`config.mk`:
```
export PLATFORM = sky130hd
export DESIGN_NAME = alu_src_b_stage_flat
export DESIGN_NICKNAME = d
export VERILOG_FILES = /design/src/rtl/alu_src_b_pkg.sv /design/src/rtl/alu_src_b_stage_if.sv /design/src/rtl/alu_src_b_ext.sv /design/src/rtl/alu_src_b_stage.sv /design/src/flat_wrapper.sv
export SDC_FILE = /design/constraint.sdc
export NUM_CORES = 1
export LEC_CHECK = 0
export CAP_MARGIN = 20
export CORE_MARGIN = 5
export CORE_UTILIZATION = 25
export CTS_CLUSTER_DIAMETER = 150
export DETAILED_ROUTE_END_ITERATION = 7
export PLACE_DENSITY_LB_ADDON = 0.05
export SYNTH_ARGS = -nofsm -noshare
export SYNTH_HDL_FRONTEND = slang
export SYNTH_SLANG_ARGS = --single-unit
```
`constraint.sdc`:
```
create_clock -name clk -period 1.7 [get_ports clk]
set_clock_uncertainty 0.2 [all_clocks]
set_input_delay 0.34 -clock clk [delete_from_list [all_inputs] [get_ports clk]]
set_output_delay 0.34 -clock clk [all_outputs]
set_load 0.05 [all_outputs]
```
`src/rtl/alu_src_b_pkg.sv`:
```
`default_nettype none
// ============================================================================
// Package     : alu_src_b_pkg
// Description : Shared select codes for the ALU source-B operand stage.
// Revision    : 1.0 - initial pipelined release
// ============================================================================
package alu_src_b_pkg;

  localparam int SEL_W = 3;

  localparam logic [SEL_W-1:0] SRC_B_REG      = 3'd0;
  localparam logic [SEL_W-1:0] SRC_B_CONST    = 3'd1;
  localparam logic [SEL_W-1:0] SRC_B_SEXT     = 3'd2;
  localparam logic [SEL_W-1:0] SRC_B_SEXT_SH2 = 3'd3;
  localparam logic [SEL_W-1:0] SRC_B_ZEXT     = 3'd4;
  localparam logic [SEL_W-1:0] SRC_B_UPPER    = 3'd5;
  localparam logic [SEL_W-1:0] SRC_B_SHAMT    = 3'd6;
  localparam logic [SEL_W-1:0] SRC_B_ILLEGAL  = 3'd7;

endpackage
`default_nettype wire

```
`src/rtl/alu_src_b_stage_if.sv`:
```
`default_nettype none
// ============================================================================
// Interface   : alu_src_b_stage_if
// Description : Operand-in / operand-out handshake bundle of the source-B stage.
// Revision    : 1.0 - initial pipelined release
// ============================================================================
interface alu_src_b_stage_if
  import alu_src_b_pkg::*;
#(
  parameter int WIDTH = 32,
  parameter int IMM_W = 16
);

  logic             in_valid;
  logic             in_ready;
  logic [WIDTH-1:0] b_reg;
  logic [IMM_W-1:0] imm;
  logic [SEL_W-1:0] alu_src_b;
  logic             out_valid;
  logic             out_ready;
  logic [WIDTH-1:0] out_data;
  logic             err_illegal;
  logic             err_clr;

  // Producer / consumer side driving the stage
  modport master (
    output in_valid, b_reg, imm, alu_src_b, out_ready, err_clr,
    input  in_ready, out_valid, out_data, err_illegal
  );

  // The stage itself
  modport slave (
    input  in_valid, b_reg, imm, alu_src_b, out_ready, err_clr,
    output in_ready, out_valid, out_data, err_illegal
  );

endinterface
`default_nettype wire

```
`src/rtl/alu_src_b_ext.sv`:
```
`default_nettype none
// ============================================================================
// Module      : alu_src_b_ext
// Description : Combinational source-B select and immediate extension.
// Revision    : 1.0 - initial pipelined release
// ============================================================================
module alu_src_b_ext
  import alu_src_b_pkg::*;
#(
  parameter int WIDTH  = 32,
  parameter int IMM_W  = 16,
  parameter int PC_INC = 4
) (
  input  wire logic [WIDTH-1:0] i_b_reg,
  input  wire logic [IMM_W-1:0] i_imm,
  input  wire logic [SEL_W-1:0] i_sel,
  output logic      [WIDTH-1:0] o_value,
  output logic                  o_illegal
);

  logic [WIDTH-1:0] w_sext;
  logic [WIDTH-1:0] w_zext;

  assign w_sext = {{(WIDTH-IMM_W){i_imm[IMM_W-1]}}, i_imm};
  assign w_zext = {{(WIDTH-IMM_W){1'b0}}, i_imm};

  // Operand mux; every code is decoded, code 7 yields zero and flags illegal
  always_comb begin
    o_value   = '0;
    o_illegal = 1'b0;
    case (i_sel)
      SRC_B_REG:      o_value = i_b_reg;
      SRC_B_CONST:    o_value = WIDTH'(PC_INC);
      SRC_B_SEXT:     o_value = w_sext;
      SRC_B_SEXT_SH2: o_value = {w_sext[WIDTH-3:0], 2'b00};
      SRC_B_ZEXT:     o_value = w_zext;
      SRC_B_UPPER:    o_value = {i_imm, {(WIDTH-IMM_W){1'b0}}};
      SRC_B_SHAMT:    o_value = {{(WIDTH-5){1'b0}}, i_imm[10:6]};
      default: begin
        o_value   = '0;
        o_illegal = 1'b1;
      end
    endcase
  end

endmodule
`default_nettype wire

```
`src/rtl/alu_src_b_stage.sv`:
```
`default_nettype none
// ============================================================================
// Module      : alu_src_b_stage
// Description : Registered ALU source-B operand stage with valid/ready
//               handshake and a one-entry skid buffer.
// Revision    : 1.0 - initial pipelined release
// ============================================================================
module alu_src_b_stage
  import alu_src_b_pkg::*;
#(
  parameter int WIDTH  = 32,
  parameter int IMM_W  = 16,
  parameter int PC_INC = 4
) (
  input  wire logic         clk,
  input  wire logic         rst_n,
  alu_src_b_stage_if.slave  bus
);

  logic [WIDTH-1:0] w_value;
  logic             w_illegal;
  logic             w_accept;
  logic             w_out_load;

  logic             r_out_valid;
  logic [WIDTH-1:0] r_out_data;
  logic             r_skid_full;
  logic [WIDTH-1:0] r_skid_data;
  logic             r_err_illegal;

  alu_src_b_ext #(
    .WIDTH  (WIDTH),
    .IMM_W  (IMM_W),
    .PC_INC (PC_INC)
  ) u_ext (
    .i_b_reg   (bus.b_reg),
    .i_imm     (bus.imm),
    .i_sel     (bus.alu_src_b),
    .o_value   (w_value),
    .o_illegal (w_illegal)
  );

  // The skid holds the only backlog, so readiness is just "skid empty".
  // A full skid therefore never sees a simultaneous fill.
  assign w_accept   = bus.in_valid && !r_skid_full;
  assign w_out_load = !r_out_valid || bus.out_ready;

  // Output register: the skid entry is older, so it takes priority over new input
  always_ff @(posedge clk or negedge rst_n) begin
    if (!rst_n) begin
      r_out_valid <= 1'b0;
      r_out_data  <= '0;
    end else if (w_out_load) begin
      if (r_skid_full) begin
        r_out_valid <= 1'b1;
        r_out_data  <= r_skid_data;
      end else if (w_accept) begin
        r_out_valid <= 1'b1;
        r_out_data  <= w_value;
      end else begin
        r_out_valid <= 1'b0;
      end
    end
  end

  // Skid entry: filled when the output is stalled, drained when the output loads
  always_ff @(posedge clk or negedge rst_n) begin
    if (!rst_n) begin
      r_skid_full <= 1'b0;
      r_skid_data <= '0;
    end else if (r_skid_full) begin
      if (w_out_load) begin
        r_skid_full <= 1'b0;
      end
    end else if (w_accept && !w_out_load) begin
      r_skid_full <= 1'b1;
      r_skid_data <= w_value;
    end
  end

  // Sticky illegal-select flag; a new illegal accept beats a clear
  always_ff @(posedge clk or negedge rst_n) begin
    if (!rst_n) begin
      r_err_illegal <= 1'b0;
    end else if (w_accept && w_illegal) begin
      r_err_illegal <= 1'b1;
    end else if (bus.err_clr) begin
      r_err_illegal <= 1'b0;
    end
  end

  assign bus.in_ready    = !r_skid_full;
  assign bus.out_valid   = r_out_valid;
  assign bus.out_data    = r_out_data;
  assign bus.err_illegal = r_err_illegal;

endmodule
`default_nettype wire

```
`src/flat_wrapper.sv`:
```
// flat-port wrapper written by rule: the top's interface ports become plain ports
module alu_src_b_stage_flat import alu_src_b_pkg::*;
#(
  parameter int WIDTH  = 32,
  parameter int IMM_W  = 16,
  parameter int PC_INC = 4
)
  (clk, rst_n, bus_in_valid, bus_b_reg, bus_imm, bus_alu_src_b, bus_out_ready, bus_err_clr, bus_in_ready, bus_out_valid, bus_out_data, bus_err_illegal);
  alu_src_b_stage_if #(.WIDTH(WIDTH), .IMM_W(IMM_W)) bus_i ();
  input  wire logic clk;
  input  wire logic rst_n;
  input wire logic [$bits(bus_i.in_valid)-1:0] bus_in_valid;
  input wire logic [$bits(bus_i.b_reg)-1:0] bus_b_reg;
  input wire logic [$bits(bus_i.imm)-1:0] bus_imm;
  input wire logic [$bits(bus_i.alu_src_b)-1:0] bus_alu_src_b;
  input wire logic [$bits(bus_i.out_ready)-1:0] bus_out_ready;
  input wire logic [$bits(bus_i.err_clr)-1:0] bus_err_clr;
  output wire logic [$bits(bus_i.in_ready)-1:0] bus_in_ready;
  output wire logic [$bits(bus_i.out_valid)-1:0] bus_out_valid;
  output wire logic [$bits(bus_i.out_data)-1:0] bus_out_data;
  output wire logic [$bits(bus_i.err_illegal)-1:0] bus_err_illegal;
  assign bus_i.in_valid = bus_in_valid;
  assign bus_i.b_reg = bus_b_reg;
  assign bus_i.imm = bus_imm;
  assign bus_i.alu_src_b = bus_alu_src_b;
  assign bus_i.out_ready = bus_out_ready;
  assign bus_i.err_clr = bus_err_clr;
  assign bus_in_ready = bus_i.in_ready;
  assign bus_out_valid = bus_i.out_valid;
  assign bus_out_data = bus_i.out_data;
  assign bus_err_illegal = bus_i.err_illegal;
  alu_src_b_stage #(.WIDTH(WIDTH), .IMM_W(IMM_W), .PC_INC(PC_INC)) u_core (.clk(clk), .rst_n(rst_n), .bus(bus_i));
endmodule
```
==> impl_metrics.csv <==
group,metric,value,unit
synthesis,synth_top_area_cell,"dfrtp_1",
synthesis,netlist.area_leader.share,0.449,
finish,nNetsFinal,596,
finish,area_delta_synth_final,65.3,%
routing,highest_layer,"met4",
clocking,clock_path_buffers,2,
routing,drtIter0Drc,200,
synthesis,yosys-top-cells-area,"dfrtp_1 45%, a21oi_1 6.8%, o32ai_2 6.1%",
global_route,antenna_found_initial,0,
timing,slew_viol_final,0,
clocking,cts_buffers,9,
floorplanning,core_region_area,14600,um^2
timing,slew_headroom,0.740,
hold_path,hp-class,"input pin to flop",
floorplanning,fp.dieW,132,um
flow_run,maxCapViolations,0,
global_route,grt_pass1_wl,21.0,mm
synthesis,synth-seq-cells,67,
routing,vias,3569,
floorplanning,die_h,132,um
placement,portBuffers,90,
pwr,ir_worst_vdd,0.583,mV
timing,period_share,0.969,
synthesis,ys_seq_area_frac,0.449,
clocking,clk_latency,340,ps
finish,seq_area,1680,um^2
timing,worst_pin_slew,391,ps
global_route,gr-total-overflow,0,
clocking,clk_pin_slew,50,ps
setup_path,reg2reg_from,"u_core.r_skid_full",
routing,dr.pass1.iters,6,
routing,drcViolationCount,0,
setup_path,cp_max_fo,7,
routing,met2_length,6.27,mm
pwr,finalPower,0.00692,W
setup_path,crit_start,"u_core.r_skid_full",
placement,place_congestion,0.849,
timing,rsz0062_at_grt,"no",
timing,holdWs,200,ps
finish,post-route-util,0.423,
routing,ant_nets,0,
synthesis,synthDistinctLibCells,36,
finish,n_fill_cell,1412,
global_route,grt_pass1_vias,3736,
floorplanning,dieArea,17500,um^2
setup_path,critPathArrivalTime,1110,ps
placement,dp_cells,707,
synthesis,synth_edf_count,0,
synthesis,yosysWarnings,0,
setup_path,endpoint_kind,"primary output",
timing,final-setup-viol-count,0,
routing,drt-met1-wl,6.30,mm
clocking,root_buffer,"clkbuf_16",
timing,setup_ws,52.3,ps
clocking,cts_max_level,3,
timing,hold_viol,0,
synthesis,synthCells,419,
routing,wl,13.4,mm
placement,dp_hpwl,9.61,mm
synthesis,netlist_area,3740,um^2
status,run_status,"finished clean",
synthesis,synthArstFlopShare,1.00,
pwr,powerDensity,1120,nW/um^2
hold_path,min-delay-start,"bus_in_valid",
synthesis,yosys-top-cells-count,"67 x dfrtp_1, 52 x nor2_1, 51 x a21oi_1, 51 x nand2_1, 19 x o22ai_1",
floorplanning,start_util,0.256,
synthesis,syn_avg_cell_area,8.92,um^2
setup_path,criticalPathCategory,"flop to primary output",
floorplanning,rows,44,
global_route,grt_max_degree,68,
global_route,grt_usage,0.152,
setup_path,required,1160,ps
synthesis,synthesis.nets,475,
setup_path,crit_path_start_kind,"flop",
synthesis,ys.flop_type,"dfrtp_1",
finish,drive_gt1_frac,0.292,
floorplanning,io_pins,91,
finish,multi_input_area,1970,um^2
clocking,cts_tree,"built",
routing,wl_met3,659,um
finish,fin_cells,729,
synthesis,yosysMostFrequentCell,"dfrtp_1",
pwr,cellLeakagePower,2.57,nW
routing,wl_per_cell,18.4,um
finish,antenna_cells,0,
routing,via_per_inst,4.90,
clocking,cts.sinks,67,
placement,pre_cts_ws,-526,ps
timing,min_period,1650,ps
timing,max_freq,607,MHz
-- path summary, 6_finish.rpt --
check                                         endpoint  slack [ps]  cells after the start
worst max-delay path                      bus_in_ready          50                      2
worst min-delay path              u_core.bus.out_valid         200                      3
worst max register to register   u_core.r_skid_data[1]         140                      3
worst min register to register   u_core.r_skid_data[0]         300                      1
max in group asynchronous           u_core.r_skid_full         630                      3
min in group asynchronous       u_core.bus.out_data[2]         360                      3
-- layer usage --
layer  vias to the layer above  track usage
met3                        16       0.0374
li1                       1722            -
met4                         0       0.0458
met5                         -            0
met2                       112        0.239
met1                      1719        0.207
-- critical path, stage by stage (launching register included) --
cell and delay [ps]:
dfrtp_2 490, clkinv_4 120, buf_6 170
-- registers in the layout (all words and copies together), names as in the netlist --
| register | cells |
|---|---|
| u_core.bus.err_illegal | 1 |
| u_core.r_skid_data | 32 |
| u_core.bus.out_data | 32 |
| u_core.bus.out_valid | 1 |
| u_core.r_skid_full | 1 |
-- cells in the final DEF, fill, tap and decap left out, drive strengths merged, types with 2 or more instances in the layout --
cell and instances:
a211oi 3, a21oi 51, buf 92, bufinv 3, clkbuf 13, clkdlybuf4s50 50, clkinv 3, dfrtp 67
inv 16, mux2 12, mux2i 10, nand2 51, nand2b 11, nand3 15, nor2 52, nor3b 8
o211ai 14, o21ai 17, o22a 5, o22ai 19, o31ai 3, o32ai 15, or2 2
-- cell families (layout without fill, tap and decap cells) --
group                     after synthesis  in the layout  synth area share
AOI/OAI and AO/OA                     130            130             0.245
DFF                                    67             67             0.449
xor gates and xnor gates                1              1           0.00234
buffers and inverters                  56            182            0.0717
and+or+nand+nor                       143            143             0.169
muxes                                  22             22            0.0630
-- layout make-up --
| type | instances | share of cell area |
|---|---|---|
| repair buffers | 149 | 0.305 |
| clock buffers | 11 | 0.0393 |
| multi-input cells | 296 | 0.319 |
| flip-flops and latches | 67 | 0.272 |
| inverters | 17 | 0.0111 |
| well taps | 184 | 0.0373 |
| clock inverters | 5 | 0.0162 |
-- stage by stage --
step | instance area (um^2) | setup TNS (ps)
global placement | 5610 | -26810
global route | 6180 | 0
CTS | 6100 | 0
detailed placement | 5610 | -28270
finish | 6180 | 0
floorplan | 3810 | -81.8
-- power breakdown --
group | switching (W) | internal (W) | leakage (nW)
sequential | 0.000297 | 0.00194 | 0.815
clock | 0.000706 | 0.00147 | 0.169
combinational | 0.00128 | 0.00123 | 1.59
total | 0.00228 | 0.00463 | 2.57
-- what timing repair did --
action / in CTS / in global routing
gates cloned: 2 / 2
pin swaps: 2 / 3
hold buffers: 1 / 0
buffers inserted: 1 / 0
setup endpoints to repair: 61 / 31
gates resized for setup: 20 / 5
hold endpoints to repair: 67 / 0
No activity file was read; power rests on OpenSTA's default activity.
